**src/rtl/monopix2_cmd_pkg.sv**
```systemverilog
// Shared types and constants for the monopix2 command scheduler.
package monopix2_cmd_pkg;

    typedef logic [15:0] cmd_frame_t;

    localparam cmd_frame_t SYNC_WORD = 16'h817E;

    typedef enum logic [1:0] {
        SRC_TRIG,
        SRC_SYNC_FORCED,
        SRC_FIFO,
        SRC_SYNC_IDLE
    } cmd_src_t;

    function automatic logic is_sync_src(input cmd_src_t src);
        return (src == SRC_SYNC_FORCED) || (src == SRC_SYNC_IDLE);
    endfunction

endpackage

```
**src/rtl/monopix2_cmd_fifo.sv**
```systemverilog
// Register-write frame FIFO with registered full/empty flags.
// A push into an empty FIFO is stored, never bypassed to the output in the same cycle.
module monopix2_cmd_fifo
    import monopix2_cmd_pkg::*;
#(
    parameter int FIFO_DEPTH = 8
)(
    input  logic        LVDS_CMD_CLK,
    input  logic        RESETB_EXT,
    input  logic        push,
    input  logic [15:0] push_data,
    input  logic        pop,
    output logic [15:0] head,
    output logic        full,
    output logic        empty
);

    localparam int AW = $clog2(FIFO_DEPTH);
    localparam logic [AW:0] DEPTH_L = (AW+1)'(FIFO_DEPTH);

    cmd_frame_t     mem [FIFO_DEPTH];
    logic [AW-1:0]  wr_ptr;
    logic [AW-1:0]  rd_ptr;
    logic [AW:0]    count;
    logic [AW:0]    count_nxt;
    logic           do_push;
    logic           do_pop;

    assign do_push = push && !full;
    assign do_pop  = pop && !empty;
    assign head    = mem[rd_ptr];

    always_comb begin
        count_nxt = count;
        case ({do_push, do_pop})
            2'b10:   count_nxt = count + (AW+1)'(1);
            2'b01:   count_nxt = count - (AW+1)'(1);
            default: count_nxt = count;
        endcase
    end

    // NOTE: storage has no reset; resetting the pointers is what empties the FIFO.
    always_ff @(posedge LVDS_CMD_CLK) begin
        if (do_push) begin
            mem[wr_ptr] <= push_data;
        end
    end

    always_ff @(posedge LVDS_CMD_CLK or posedge RESETB_EXT) begin
        if (RESETB_EXT) begin
            wr_ptr <= '0;
            rd_ptr <= '0;
            count  <= '0;
            full   <= 1'b0;
            empty  <= 1'b1;
        end else begin
            if (do_push) wr_ptr <= wr_ptr + AW'(1);
            if (do_pop)  rd_ptr <= rd_ptr + AW'(1);
            count <= count_nxt;
            full  <= (count_nxt == DEPTH_L);
            empty <= (count_nxt == '0);
        end
    end

endmodule

```
**src/rtl/monopix2_cmd_scheduler.sv**
```systemverilog
// Command-frame arbiter and MSB-first serializer for LVDS_CMD.
// Optional external injection pulse is built only when CMD_PULSE_EN is defined.
module monopix2_cmd_scheduler
    import monopix2_cmd_pkg::*;
#(
    parameter int FIFO_DEPTH    = 8,
`ifdef CMD_PULSE_EN
    parameter int PULSE_WIDTH   = 4,
`endif
    parameter int SYNC_INTERVAL = 32
)(
    input  logic        LVDS_CMD_CLK,
    input  logic        RESETB_EXT,
    input  logic        cmd_en,
    input  logic        trig_req,
    input  logic [15:0] trig_data,
    output logic        trig_ack,
    input  logic        reg_wr_valid,
    input  logic [15:0] reg_wr_data,
    output logic        reg_wr_ready,
`ifdef CMD_PULSE_EN
    input  logic        pulse_req,
    output logic        LVDS_PULSE_EXT,
`endif
    output logic        LVDS_CMD,
    output logic        busy,
    output logic [7:0]  sync_cnt_o
);

    localparam logic [7:0] FORCE_AT = 8'(SYNC_INTERVAL - 1);

    cmd_frame_t shift_reg;
    cmd_frame_t next_frame;
    cmd_frame_t fifo_head;
    logic [3:0] bit_cnt;
    logic [7:0] sync_cnt;
    logic       cur_sync;
    logic       boundary;
    logic       fifo_full;
    logic       fifo_empty;
    logic       fifo_push;
    logic       fifo_pop;
    cmd_src_t   src;

    assign boundary     = (bit_cnt == 4'd15);
    assign reg_wr_ready = !fifo_full;
    assign fifo_push    = reg_wr_valid && reg_wr_ready;
    assign fifo_pop     = boundary && (src == SRC_FIFO);
    assign trig_ack     = boundary && (src == SRC_TRIG);
    assign LVDS_CMD     = shift_reg[15];
    assign busy         = !fifo_empty || !cur_sync;
    assign sync_cnt_o   = sync_cnt;

    monopix2_cmd_fifo #(
        .FIFO_DEPTH (FIFO_DEPTH)
    ) u_fifo (
        .LVDS_CMD_CLK (LVDS_CMD_CLK),
        .RESETB_EXT   (RESETB_EXT),
        .push         (fifo_push),
        .push_data    (reg_wr_data),
        .pop          (fifo_pop),
        .head         (fifo_head),
        .full         (fifo_full),
        .empty        (fifo_empty)
    );

    // NOTE: defaults first so every path assigns src and next_frame; no latch can form.
    always_comb begin
        src        = SRC_SYNC_IDLE;
        next_frame = SYNC_WORD;
        if (trig_req && cmd_en) begin
            src        = SRC_TRIG;
            next_frame = trig_data;
        end else if (sync_cnt >= FORCE_AT) begin
            src = SRC_SYNC_FORCED;
        end else if (!fifo_empty && cmd_en) begin
            src        = SRC_FIFO;
            next_frame = fifo_head;
        end
    end

    // NOTE: state registers use non-blocking assignments so all of them update from pre-edge values.
    always_ff @(posedge LVDS_CMD_CLK or posedge RESETB_EXT) begin
        if (RESETB_EXT) begin
            shift_reg <= SYNC_WORD;
            bit_cnt   <= '0;
            sync_cnt  <= '0;
            cur_sync  <= 1'b1;
        end else begin
            bit_cnt <= bit_cnt + 4'd1;
            if (boundary) begin
                shift_reg <= next_frame;
                cur_sync  <= is_sync_src(src);
                if (is_sync_src(src)) begin
                    sync_cnt <= '0;
                end else if (sync_cnt != 8'hFF) begin
                    sync_cnt <= sync_cnt + 8'd1;
                end
            end else begin
                shift_reg <= {shift_reg[14:0], 1'b0};
            end
        end
    end

`ifdef CMD_PULSE_EN
    logic       pulse_pend;
    logic       pulse_on;
    logic [7:0] pulse_cnt;
    logic       pulse_fire;

    // Wait for a trigger load if one is requested, otherwise fire at the next boundary.
    assign pulse_fire     = boundary && pulse_pend && !pulse_on &&
                            ((src == SRC_TRIG) || !trig_req);
    assign LVDS_PULSE_EXT = pulse_on;

    always_ff @(posedge LVDS_CMD_CLK or posedge RESETB_EXT) begin
        if (RESETB_EXT) begin
            pulse_pend <= 1'b0;
            pulse_on   <= 1'b0;
            pulse_cnt  <= '0;
        end else begin
            if (pulse_fire) pulse_pend <= 1'b0;
            if (pulse_req)  pulse_pend <= 1'b1;
            if (pulse_fire) begin
                pulse_on  <= 1'b1;
                pulse_cnt <= 8'(PULSE_WIDTH - 1);
            end else if (pulse_on) begin
                if (pulse_cnt == '0) pulse_on  <= 1'b0;
                else                 pulse_cnt <= pulse_cnt - 8'd1;
            end
        end
    end
`endif

endmodule

```
**config.mk**
```make
export PLATFORM = sky130hd
export DESIGN_NAME = monopix2_cmd_scheduler
export DESIGN_NICKNAME = d
export VERILOG_FILES = /design/src/rtl/monopix2_cmd_pkg.sv /design/src/rtl/monopix2_cmd_fifo.sv /design/src/rtl/monopix2_cmd_scheduler.sv
export SDC_FILE = /design/constraint.sdc
export NUM_CORES = 1
export LEC_CHECK = 0
export CAP_MARGIN = 20
export CORE_ASPECT_RATIO = 1.4
export CORE_UTILIZATION = 58
export DETAILED_ROUTE_END_ITERATION = 10
export GPL_ROUTABILITY_DRIVEN = 0
export GPL_TIMING_DRIVEN = 0
export PLACE_DENSITY = 0.87
export SLEW_MARGIN = 0
export SYNTH_ARGS = -nofsm -noshare
export SYNTH_HDL_FRONTEND = slang
export SYNTH_SLANG_ARGS = --single-unit
```
**constraint.sdc**
```tcl
create_clock -name LVDS_CMD_CLK -period 3.2 [get_ports LVDS_CMD_CLK]
set_input_delay 0.8 -clock LVDS_CMD_CLK [delete_from_list [all_inputs] [get_ports LVDS_CMD_CLK]]
set_output_delay 0.8 -clock LVDS_CMD_CLK [all_outputs]
set_load 0.1 [all_outputs]
```
## Word-level counts from Yosys, hierarchy flattened

Memory sizes are Yosys's and may differ from the RTL's.
Cells that the tools add are included.

| operators by class | value |
|---|---|
| add/sub/neg operators | 6 |
| order comparisons | 1 |
| equal/unequal tests | 8 |
| multiplexer cells | 12 |
| reduce and logical (&&, ||, !) cells | 16 |

Operators by type and width:

| kind | number |
|---|---|
| 2-to-1 mux 16 bit | 4 |
| 2-to-1 mux 8 bit | 2 |
| adder 4 x 1 -> 4 bit (second input constant) | 2 |
| adder 8 x 1 -> 8 bit (second input constant) | 1 |
| == test 4 bit (second input constant) | 2 |
| greater-or-equal comparator 8 x 5 -> 1 bit (second input constant) | 1 |
| != test 8 bit (second input constant) | 1 |
| case mux 4 bit (2 select lines) | 1 |
| logical AND 1 bit | 7 |
| adder 3 x 1 -> 3 bit (second input constant) | 2 |
| == test 2 bit (second input constant) | 3 |
| == test 2 x 1 -> 1 bit (second input constant) | 2 |
| zero test 4 bit | 1 |
| 2-to-1 mux 2 bit | 2 |
| subtractor 4 x 1 -> 4 bit (second input constant) | 1 |
| zero test 1 bit | 3 |
| 2-to-1 mux 1 bit | 3 |
| zero test 2 bit | 1 |
| logical OR 1 bit | 2 |
| AND reduction 2 bit | 1 |
| nonzero test 2 bit | 1 |

| word-level totals | value |
|---|---|
| register bits | 41 |
| memory bits (writable) | 128 |
| output and inout port bits | 12 |
| word-level logic and storage cells | 53 |
| memories kept | 1 |

Memory list:

| memory | words | width | read ports | clocked after Yosys merged registers in | write ports | line | text |
|---|---|---|---|---|---|---|---|
| u_fifo.mem | 8 | 16 | 1 | 0 | 1 | monopix2_cmd_fifo.sv:21 | `cmd_frame_t mem [FIFO_DEPTH];` |

## Logic depth before layout (Yosys ltp)

Gate-level depths: netlist (run 1).

| depth | value |
|---|---|
| word-level depth | 11 |
| depth in mapped cells | 11 |
| mapped depth without buffers | 11 |

## Cells and area by module

From an unflattened synthesis (run 1), not the netlist that was laid out.

| unflattened totals | value |
|---|---|
| cells, all modules | 398 |
| area, all modules | 6981.7 µm² |

Modules (own cells, without submodules):

| module | times used | cells an instance | area each (µm²) |
|---|---|---|---|
| monopix2_cmd_fifo | 1 | 258 | 5562.8 |
| monopix2_cmd_scheduler | 1 | 140 | 1418.9 |

## Least setup slack after synthesis (run 1)

No wires, ideal clock.

| timing | value |
|---|---|
| path kind | register to register |
| start | register sync_cnt[0], in the netlist sync_cnt_o[0] |
| end | register u_fifo.full |
| library setup time | 0.094 ns |
| arrival | 3.362 ns |
| required time | 3.106 ns |
| path slack | -0.256 ns |
| stages on the path, launching flop included | 12 |
| path buffers | 1 |
| cells stage by stage | dfrtp_1 ha_1 and4_1 or4_1 buf_2 nor3_4 ha_1 mux2_2 nor2_1 nand2_1 a21o_1 a211oi_1 |

| between the ends | value |
|---|---|
| longest elaborated chain between the ends | 9 |
| elaborated cells between the ends (all ways) | 10 |
| those cells by class | order compare: 1; eq/ne: 4; mux: 3; reduce/logical: 2 |

Ends and longest elaborated chain:

| element | line | text |
|---|---|---|
| start, declared | monopix2_cmd_scheduler.sv:36 | `logic [7:0] sync_cnt;` |
| start signal, assigned | monopix2_cmd_scheduler.sv:97 | `sync_cnt <= sync_cnt + 8'd1;` |
| greater-or-equal comparator 8 x 5 -> 1 bit (*) | monopix2_cmd_scheduler.sv:74 | `end else if (sync_cnt >= FORCE_AT) begin` |
| 2-to-1 mux 2 bit (*) | monopix2_cmd_scheduler.sv:74 |  |
| 2-to-1 mux 2 bit (*) | monopix2_cmd_scheduler.sv:71 | `if (trig_req && cmd_en) begin` |
| == test 2 bit (*) | monopix2_cmd_scheduler.sv:48 | `assign fifo_pop = boundary && (src == SRC_FIFO);` |
| logical AND 1 bit (*) | monopix2_cmd_scheduler.sv:48 |  |
| logical AND 1 bit (*) | monopix2_cmd_fifo.sv:30 | `assign do_pop = pop && !empty;` |
| == test 2 x 1 -> 1 bit or == test 2 bit (tied branches) | monopix2_cmd_fifo.sv:35 | `case ({do_push, do_pop})` |
| case mux 4 bit (2 select lines) (*) | monopix2_cmd_fifo.sv:35 |  |
| named net u_fifo.count_nxt[1] | monopix2_cmd_fifo.sv:25 | `logic [AW:0] count_nxt;` |
| == test 4 bit (*) | monopix2_cmd_fifo.sv:60 | `full <= (count_nxt == DEPTH_L);` |
| end signal, assigned | monopix2_cmd_fifo.sv:60 |  |
| end, declared | monopix2_cmd_fifo.sv:14 | `output logic full,` |

The timed path passes the listed nets; every way through them passes the cells marked *.
A chain may end at the register's enable or synchronous reset.

## Worst setup path in the final report (run 1)

| timing | value |
|---|---|
| start | input port cmd_en |
| end | register u_fifo.full |

| between the ends | value |
|---|---|
| longest elaborated chain between the ends | 10 |
| elaborated cells between the ends (all ways) | 12 |
| those cells by class | eq/ne: 4; mux: 4; reduce/logical: 4 |

Ends and longest elaborated chain:

| element | line | text |
|---|---|---|
| start, declared | monopix2_cmd_scheduler.sv:14 | `input logic cmd_en,` |
| logical AND 1 bit | monopix2_cmd_scheduler.sv:76 | `end else if (!fifo_empty && cmd_en) begin` |
| 2-to-1 mux 1 bit | monopix2_cmd_scheduler.sv:76 |  |
| 2-to-1 mux 2 bit | monopix2_cmd_scheduler.sv:74 |  |
| 2-to-1 mux 2 bit (*) | monopix2_cmd_scheduler.sv:71 |  |
| == test 2 bit (*) | monopix2_cmd_scheduler.sv:48 |  |
| logical AND 1 bit (*) | monopix2_cmd_scheduler.sv:48 |  |
| logical AND 1 bit (*) | monopix2_cmd_fifo.sv:30 |  |
| == test 2 x 1 -> 1 bit or == test 2 bit (tied branches) | monopix2_cmd_fifo.sv:35 |  |
| case mux 4 bit (2 select lines) (*) | monopix2_cmd_fifo.sv:35 |  |
| named net u_fifo.count_nxt[1] | monopix2_cmd_fifo.sv:25 |  |
| == test 4 bit (*) | monopix2_cmd_fifo.sv:60 |  |

Marks and branches as above.

==> impl_summary.md, run 1 <==
Worst setup path
The startpoint class of the critical path is an input port. The worst setup path is of the input port to flip-flop kind. Along the worst path, the maximum fanout reaches 5. The element type at the critical path end is a flip-flop. The worst path arrival time is 3.44 ns. The endpoint required time on the critical path is 3.54 ns.

Timing
Setup repair after global routing left no endpoint under its margin. The number of hold violations in the final report came to 0. The worst-case clock skew is 0.01292 ns. The final count of pins violating max slew came to 0.

The slew at the pin closest to its max-slew limit is 0.9760 ns. After layout, the worst setup slack is 0.1044 ns. The worst path in the final design needs a cycle of 3.096 ns, including I/O delays and setup. The remaining max-slew budget at the tightest pin is 34.73%. Dividing the final minimum period by the clock period gives 96.74%. Setup violations remaining at the end of the flow were counted as 0. Timing would allow up to 323.0 MHz.

Logic synthesis
Yosys mapped a number of flops with a built-in enable equal to 128. In the post-synthesis netlist, the biggest area contributors are edfxtp_1 (57%), dfrtp_1 (11%), mux4_2 (11%). The fraction of synthesized cell area taken by the top area cell type is 56.61%. The library cell with the highest instance count after synthesis is edfxtp_1. After synthesis the cells add up to 0.006790 mm2. The most frequently used flop master after synthesis is edfxtp_1.

During synthesis, Yosys emitted a total of 0 warnings. The gate count of the mapped netlist is 391. When the netlist entered floorplanning its net count stood at 434. The proportion of synthesized flip-flops having asynchronous set or reset is 24.26%. After synthesis, the most frequently instantiated cells are edfxtp_1 (128), mux4_2 (32), dfrtp_1 (31). Dividing the synthesized area by the synthesized cell count gives 17.37 um2.

The synthesized design contains 169 register bits. The cell type with the highest aggregate area in the netlist is edfxtp_1. Counting distinct cell types in the post-synthesis netlist gives 41. Of the synthesized area, sequential elements account for 71.90%.

Global route
Entering global routing, the biggest net connects 42 pins. The via count of the first global-routing pass came to 4047. The initial antenna violation count is 0. The first global-routing pass estimated 22870 um of wire. In the global route stage, overall resource usage came out at 27.12%. Summed over all layers, the global routing overflow is 0.

Finish
The final net count is 514. The flip-flop count of the largest register after layout is 128. The post-route netlist has 25.93% of its cells at a drive strength greater than 1. Cells fill 73.06% of the core in the end.

The area growth from synthesis to final layout is 22.00%. The cell area after layout is 0.008284 mm2. The count of antenna diodes in the layout is 0. The fill cell total of the finished layout is 618.

Die
The floorplan step defined a die boundary enclosing 0.01215 mm2. From bottom edge to top edge, the die measures 130.0 um. During I/O placement, the number of pins put on the boundary was 49. The starting density of the core is 59.89%. The floorplan has 46 rows. The width of the chip is 93.45 um. After floorplanning, the core was sized to cover 0.01134 mm2.

CTS
The source-to-sink clock delay at the later pin of the worst-skew pair is 0.42 ns. Clock tree synthesis selected as its root buffer the cell clkbuf_16. The clock tree from TritonCTS is done. The quantity of hold-fixing buffers added after cts is 0. The H-tree depth is 4.

The total number of clock tree sinks is 169. The deepest clock path buffer count is 2. Clock-pin slew was measured on the worst setup and hold paths at 0.07 ns. Clock tree synthesis inserted a total of 17 buffers.

Routing
Dividing the detail-routed wire length by the instance count gives 24.20 um. The post-detailed-route via-to-cell ratio is 6.235. For this run, the detailed router's first-pass iteration total came to 5. The post-detailed-route count of antenna-violating nets is 0. The remaining routing DRC violations is 0. The overall routed net length is 15150 um. The total number of vias is 3903.

In this run, the number of DRC markers left after iteration 0 of detailed routing was 317.

Power and ir drop
The total leakage power is 0.002877 uW. Across the VDD grid, the largest voltage drop is 0.4100 mV. The power density normalized to cell area is 770.8 mW/mm2.

The overall power consumption is 6385 uW.

Place
Input and output buffers added on the ports amount to 48. At the placement stage, the worst setup path has a slack of -0.7726 ns. The cell area reported after detailed placement is 0.007617 mm2.

The HPWL after detailed placement is 9130 um.

Run status
The flow ran to the end, and the final reports show no timing, DRC or antenna violations.

Worst hold path
In this run the worst hold path is classified as flip-flop to flip-flop.

Job
The number of maximum-capacitance constraint violations is 0.
==> report_power, final <==
| group | internal [uW] | switching (uW) | leakage (uW) |
|---|---|---|---|
| clock network | 1210 | 794 | 0.000272 |
| logic | 638 | 844 | 0.000950 |
| registers | 2730 | 170 | 0.00165 |
| total | 4580 | 1810 | 0.00288 |
==> cells in the final DEF, fill, tap and decap left out, types with 2 or more instances in the layout <==
master	n
inv_1	4
clkinv_1	2
ha_1	5
dfrtp_2	4
xor2_1	9
nor2_2	6
edfxtp_1	128
nor2b_1	3
nand2b_1	3
a21o_1	3
clkinv_2	2
nand4b_1	2
buf_2	5
mux4_2	32
buf_8	6
mux2i_1	8
o22ai_1	8
o21ai_0	14
nand3_1	3
clkinvlp_4	4
buf_4	4
nor2_1	21
a211o_1	2
a21oi_1	9
clkbuf_1	11
nor3_2	4
clkbuf_16	17
xnor2_1	6
dfrtp_1	27
nand4_1	4
mux2_2	9
buf_6	4
dfstp_2	10
clkdlybuf4s50_1	46
nand2_1	28
bufinv_16	3
==> metrics by stage <==
stage	setup TNS (ns)	hold slack, ns	cells
after floorplan	0	0.4226	391
after global placement	-76.61	0.4367	583
after detailed placement	-3.408	0.4447	592
after CTS	0	0.4715	626
after global routing	0	0.4842	626
final	0	0.4630	626
==> routing by layer <==
layer	vias up	GRT usage (%)	wire, um
met1	1979	33.06	5805
met4	0	13.12	517
met5	-	0	0
met3	49	6.002	910
met2	194	46.15	7916
li1	1681	-	-
==> cell families (layout without fill, tap and decap cells) <==
kind of cell               count (synthesis)  in the layout  synth area share (%)
DFF                                      169            169                 71.90
and+or+nand+nor                           84             84                 6.210
muxes                                     51             51                 13.62
AOI/OAI and AO/OA                         44             44                 3.906
buffers and inverters                     22            113                 1.327
xor gates and xnor gates                  15             15                 1.935
adders and majority gates                  6              6                 1.106
==> area by class of cell <==
class,instances,area (um2),area share (%)
Inverter,5,18.77,0.2266
Clock buffer,17,425.4,5.135
Multi-Input combinational cell,200,1909,23.05
Buffer,17,77.57,0.9364
Clock inverter,13,155.1,1.873
Sequential cell,169,4887,58.99
Tap cell,144,180.2,2.175
Timing Repair Buffer,61,630.6,7.612
==> worst paths after layout <==
| check | start | endpoint | slack (ns) | cells past startpoint |
|---|---|---|---|---|
| worst max-delay path | cmd_en | u_fifo.full | 0.10 | 11 |
| worst min-delay path | bit_cnt[0] | bit_cnt[0] | 0.46 | 1 |
| worst max register to register | sync_cnt_o[0] | u_fifo.full | 0.13 | 11 |
| worst min register to register | bit_cnt[0] | bit_cnt[0] | 0.46 | 1 |
| max in group asynchronous | RESETB_EXT | sync_cnt_o[7] | 1.76 | 2 |
| min in group asynchronous | RESETB_EXT | bit_cnt[3] | 0.86 | 2 |
==> repair_timing <==
action	in CTS	in global routing
setup buffers	4	0
gates resized for setup	18	2
pin swaps	6	0
hold endpoints to repair	0	0
setup endpoints to repair	4	2
==> worst max-delay path: stages <==
cell and delay (ns):
dlygate4sd2_1 0.23, or4b_4 0.47, or4_4 0.43, buf_6 0.14, nor3_4 0.24, ha_4 0.27, mux2_4 0.32, nor2_4 0.10
nand2_1 0.07, a21o_1 0.20, a211oi_2 0.18
Power figures use the tool's default switching activity.
==> run 2, diff against run 1 <==
- SLEW_MARGIN: 0 -> 5
==> impl_summary.md, run 2 (synthesized netlist as in run 1, its figures left out) <==
Run status
The run finished with clean final reports.

Timing
The worst-case clock skew is 0.007243 ns (-0.005675 ns). The slew at the pin closest to its max-slew limit is 0.9818 ns (+0.005831 ns). The total setup violations reported at the end of the flow is 0 (unchanged). Setup repair after global routing left no endpoint under its margin. The final total negative setup slack came to 0 ns (unchanged). The number of hold violations in the final report is 0 (unchanged). The final count of pins violating max slew is 0 (unchanged). The final period utilization came to 97.24% (+0.50 points).

The remaining max-slew budget at the tightest pin is 34.34% (-0.39 points). The post-route minimum period is 3.112 ns (+0.01609 ns). The upper clock frequency limit is 321.4 MHz (-0.52%). The worst hold-check slack is 0.4615 ns (-0.001482 ns).

Place
The cell area reported after detailed placement is 0.007614 mm2 (about the same). The port buffer count was 48 (unchanged). The total half-perimeter wirelength after legalization and detailed placement is 9255 um (+1.4%).

Power and ir drop
The power density normalized to cell area came to 769.4 mW/mm2 (-0.18%). The combinational group share of total power came to 23.1% (about the same). The net switching share of the total power is 29.88% (+1.6 points). The part of the power in registers came to 45.4% (about the same). The total leakage power was 0.002885 uW (+0.27%).

The clock group share of total power is 31.5% (about the same). The switching power summed over all nets is 1905 uW (+5.4%). The internal power consumption was 4471 uW (-2.3%).

The largest voltage drop on the vdd net came to 0.5235 mV (+28%).

Worst hold path
The worst hold path depth is 1 (unchanged). The path class of the lowest-slack min-delay path is flip-flop to flip-flop.

Worst setup path
The element type at the critical path end is a flip-flop. The worst setup path is launched from an input port. The stage delay of the slowest cell on the critical path is 0.47 ns (about the same). The worst path arrival time is 3.47 ns (+0.03 ns).

The standard cell with the maximum stage delay on the critical path is or4b_4. The flop-to-flop setup slack is 0.11 ns (-0.02 ns). The endpoint required time on the critical path came to 3.56 ns (+0.02 ns). The number of cell instances on the worst register-to-register path is 11 (unchanged).

The highest net fanout along the worst path came to 4 (-1). The signal on the critical path passes through dlygate4sd2_1, or4b_4, or4_4, buf_6, nor3_4, ha_4, nor2b_1, a31oi_1, a211o_1, a31oi_4, a2bb2oi_2. The worst setup path category is input port to flip-flop.

Finish
The flip-flop count of the largest register after layout is 128 (unchanged). The utilization after layout came to 73.09% (about the same). The area growth from synthesis to final layout is 22.04% (about the same).

The commonest non-fill, non-tap cell in the layout is edfxtp_1. The ratio of cells with drive above 1 in the final layout is 26.65% (+0.72 points). Leaving out fill and tap cells, the most frequent cells in the layout are edfxtp_1 (128), clkdlybuf4s50_1 (46), mux4_2 (32). The cell area after layout is 0.008287 mm2 (about the same). The count of antenna diodes in the layout is 0 (unchanged). The final net count is 514 (unchanged).

CTS
The deepest clock path buffer count is 2 (unchanged). The total number of clock tree sinks is 169 (unchanged). The H-tree depth is 4 (unchanged).

In this run the clock root is driven by a clkbuf_16. The post-CTS clock slew at the launch and capture registers of the worst setup and hold paths is 0.07 ns (about the same). The source-to-sink clock delay at the later pin of the worst-skew pair is 0.42 ns (about the same). The total clock buffers created by CTS is 17 (unchanged). TritonCTS built the clock tree.

Die
The standard-cell row count is 46 (unchanged). The boundary pin count was 49 (unchanged). The width of the chip is 93.45 um (unchanged).

The starting density of the core is 59.89% (unchanged). The die footprint is 0.01215 mm2 (unchanged). The placeable core region came to 0.01134 mm2 (unchanged). The die extent in y is 130.0 um (unchanged).

Routing
The overall routed net length is 15050 um (-0.66%). The total number of vias was 3903 (unchanged). The post-detailed-route via-to-cell ratio is 6.215 (-0.32%).

The detailed-routing iteration count for the pre-antenna-repair pass is 5 (unchanged). The remaining routing DRC violations came to 0 (unchanged). The wire length per cell is 23.96 um (-0.98%). The starting DRC count in detailed routing is 330 (+4.1%). The post-detailed-route count of antenna-violating nets is 0 (unchanged).

Global route
The via count of the first global-routing pass is 4104 (+1.4%). The met3 global-route usage is 5.303% (-0.70 points). The layer carrying the most global-route usage is met2. The overall track demand over capacity in global routing came to 26.63% (-0.49 points).

The residual overflow from global routing is 0 (unchanged). The fraction of met2 tracks used by global routing came to 46.67% (+0.52 points). The initial antenna violation count is 0 (unchanged).

The met1 track utilization from global routing is 31.15% (-1.9 points). The maximum number of pins on one net before global-route repair was 42 (unchanged). The global-route wire length before repair is 22610 um (-1.1%).

Job
The number of maximum-capacitance constraint violations is 0 (unchanged).
-- run 2: cell count changes in the layout (fill, tap and decap cells not counted), sizes merged --
cell,delta
clkbuf,+1
clkinv,-3
clkinvlp,-2
bufinv,-2
inv,+8
-- run 2: power groups by stage --
stage | combinational (uW) | sequential, uW | clock (uW)
2_1_floorplan | 857 | 2950 | 0
3_3_place_gp | 1220 | 2890 | 0
3_5_place_dp | 1370 | 2920 | 0
4_1_cts | 1470 | 2890 | 2020
5_1_grt | 1560 | 2910 | 2110
6_report | 1470 | 2890 | 2010
-- run 2: through the flow --
stage	setup slack, ns	std cells	power [uW]
3_3_place_gp	-1.266	583	4118
3_5_place_dp	-0.8147	592	4289
2_1_floorplan	0.006246	391	3803
4_1_cts	0.05483	628	6372
5_1_grt	0.004376	628	6578
6_report	0.08833	628	6376
-- run 2: path summary, 6_finish.rpt --
path | start | end
max | cmd_en | u_fifo.empty
min reg2reg | bit_cnt[0] | bit_cnt[0]
min in group asynchronous | RESETB_EXT | bit_cnt[3]
min | bit_cnt[0] | bit_cnt[0]
max reg2reg | sync_cnt_o[0] | u_fifo.empty
max in group asynchronous | RESETB_EXT | sync_cnt_o[5]
-- run 2: per-layer routing --
metal  wire length, um  up-vias  part of all wire, %
met5                 0        -                    0
met4               404        0                  2.7
met3               980       32                  6.5
met2              8125      205                   54
met1              5539     1988                   37
li1                  -     1678                    -
-- run 2: critical path: cells and delay by family --
family | cells | cell delay (ns)
fa+ha+maj | 1 | 0.18
buf+inv | 2 | 0.38
simple gates | 4 | 1.28
compound gates | 4 | 0.82
-- run 2: layout make-up --
type	count	area (um2)
Inverter	5	18.77
Clock inverter	14	152.6
Clock buffer	18	429.2
Buffer	17	77.57
Timing Repair Buffer	61	626.9
Multi-Input combinational cell	200	1914
Tap cell	144	180.2
Fill cell	601	3052
Sequential cell	169	4887
-- run 2: repair_timing --
action	in CTS	in global routing
hold buffers	0	0
buffers inserted	4	0
gates resized for setup	17	4
endpoints found under the setup margin	4	4
cloned	0	0
pin swaps	4	0
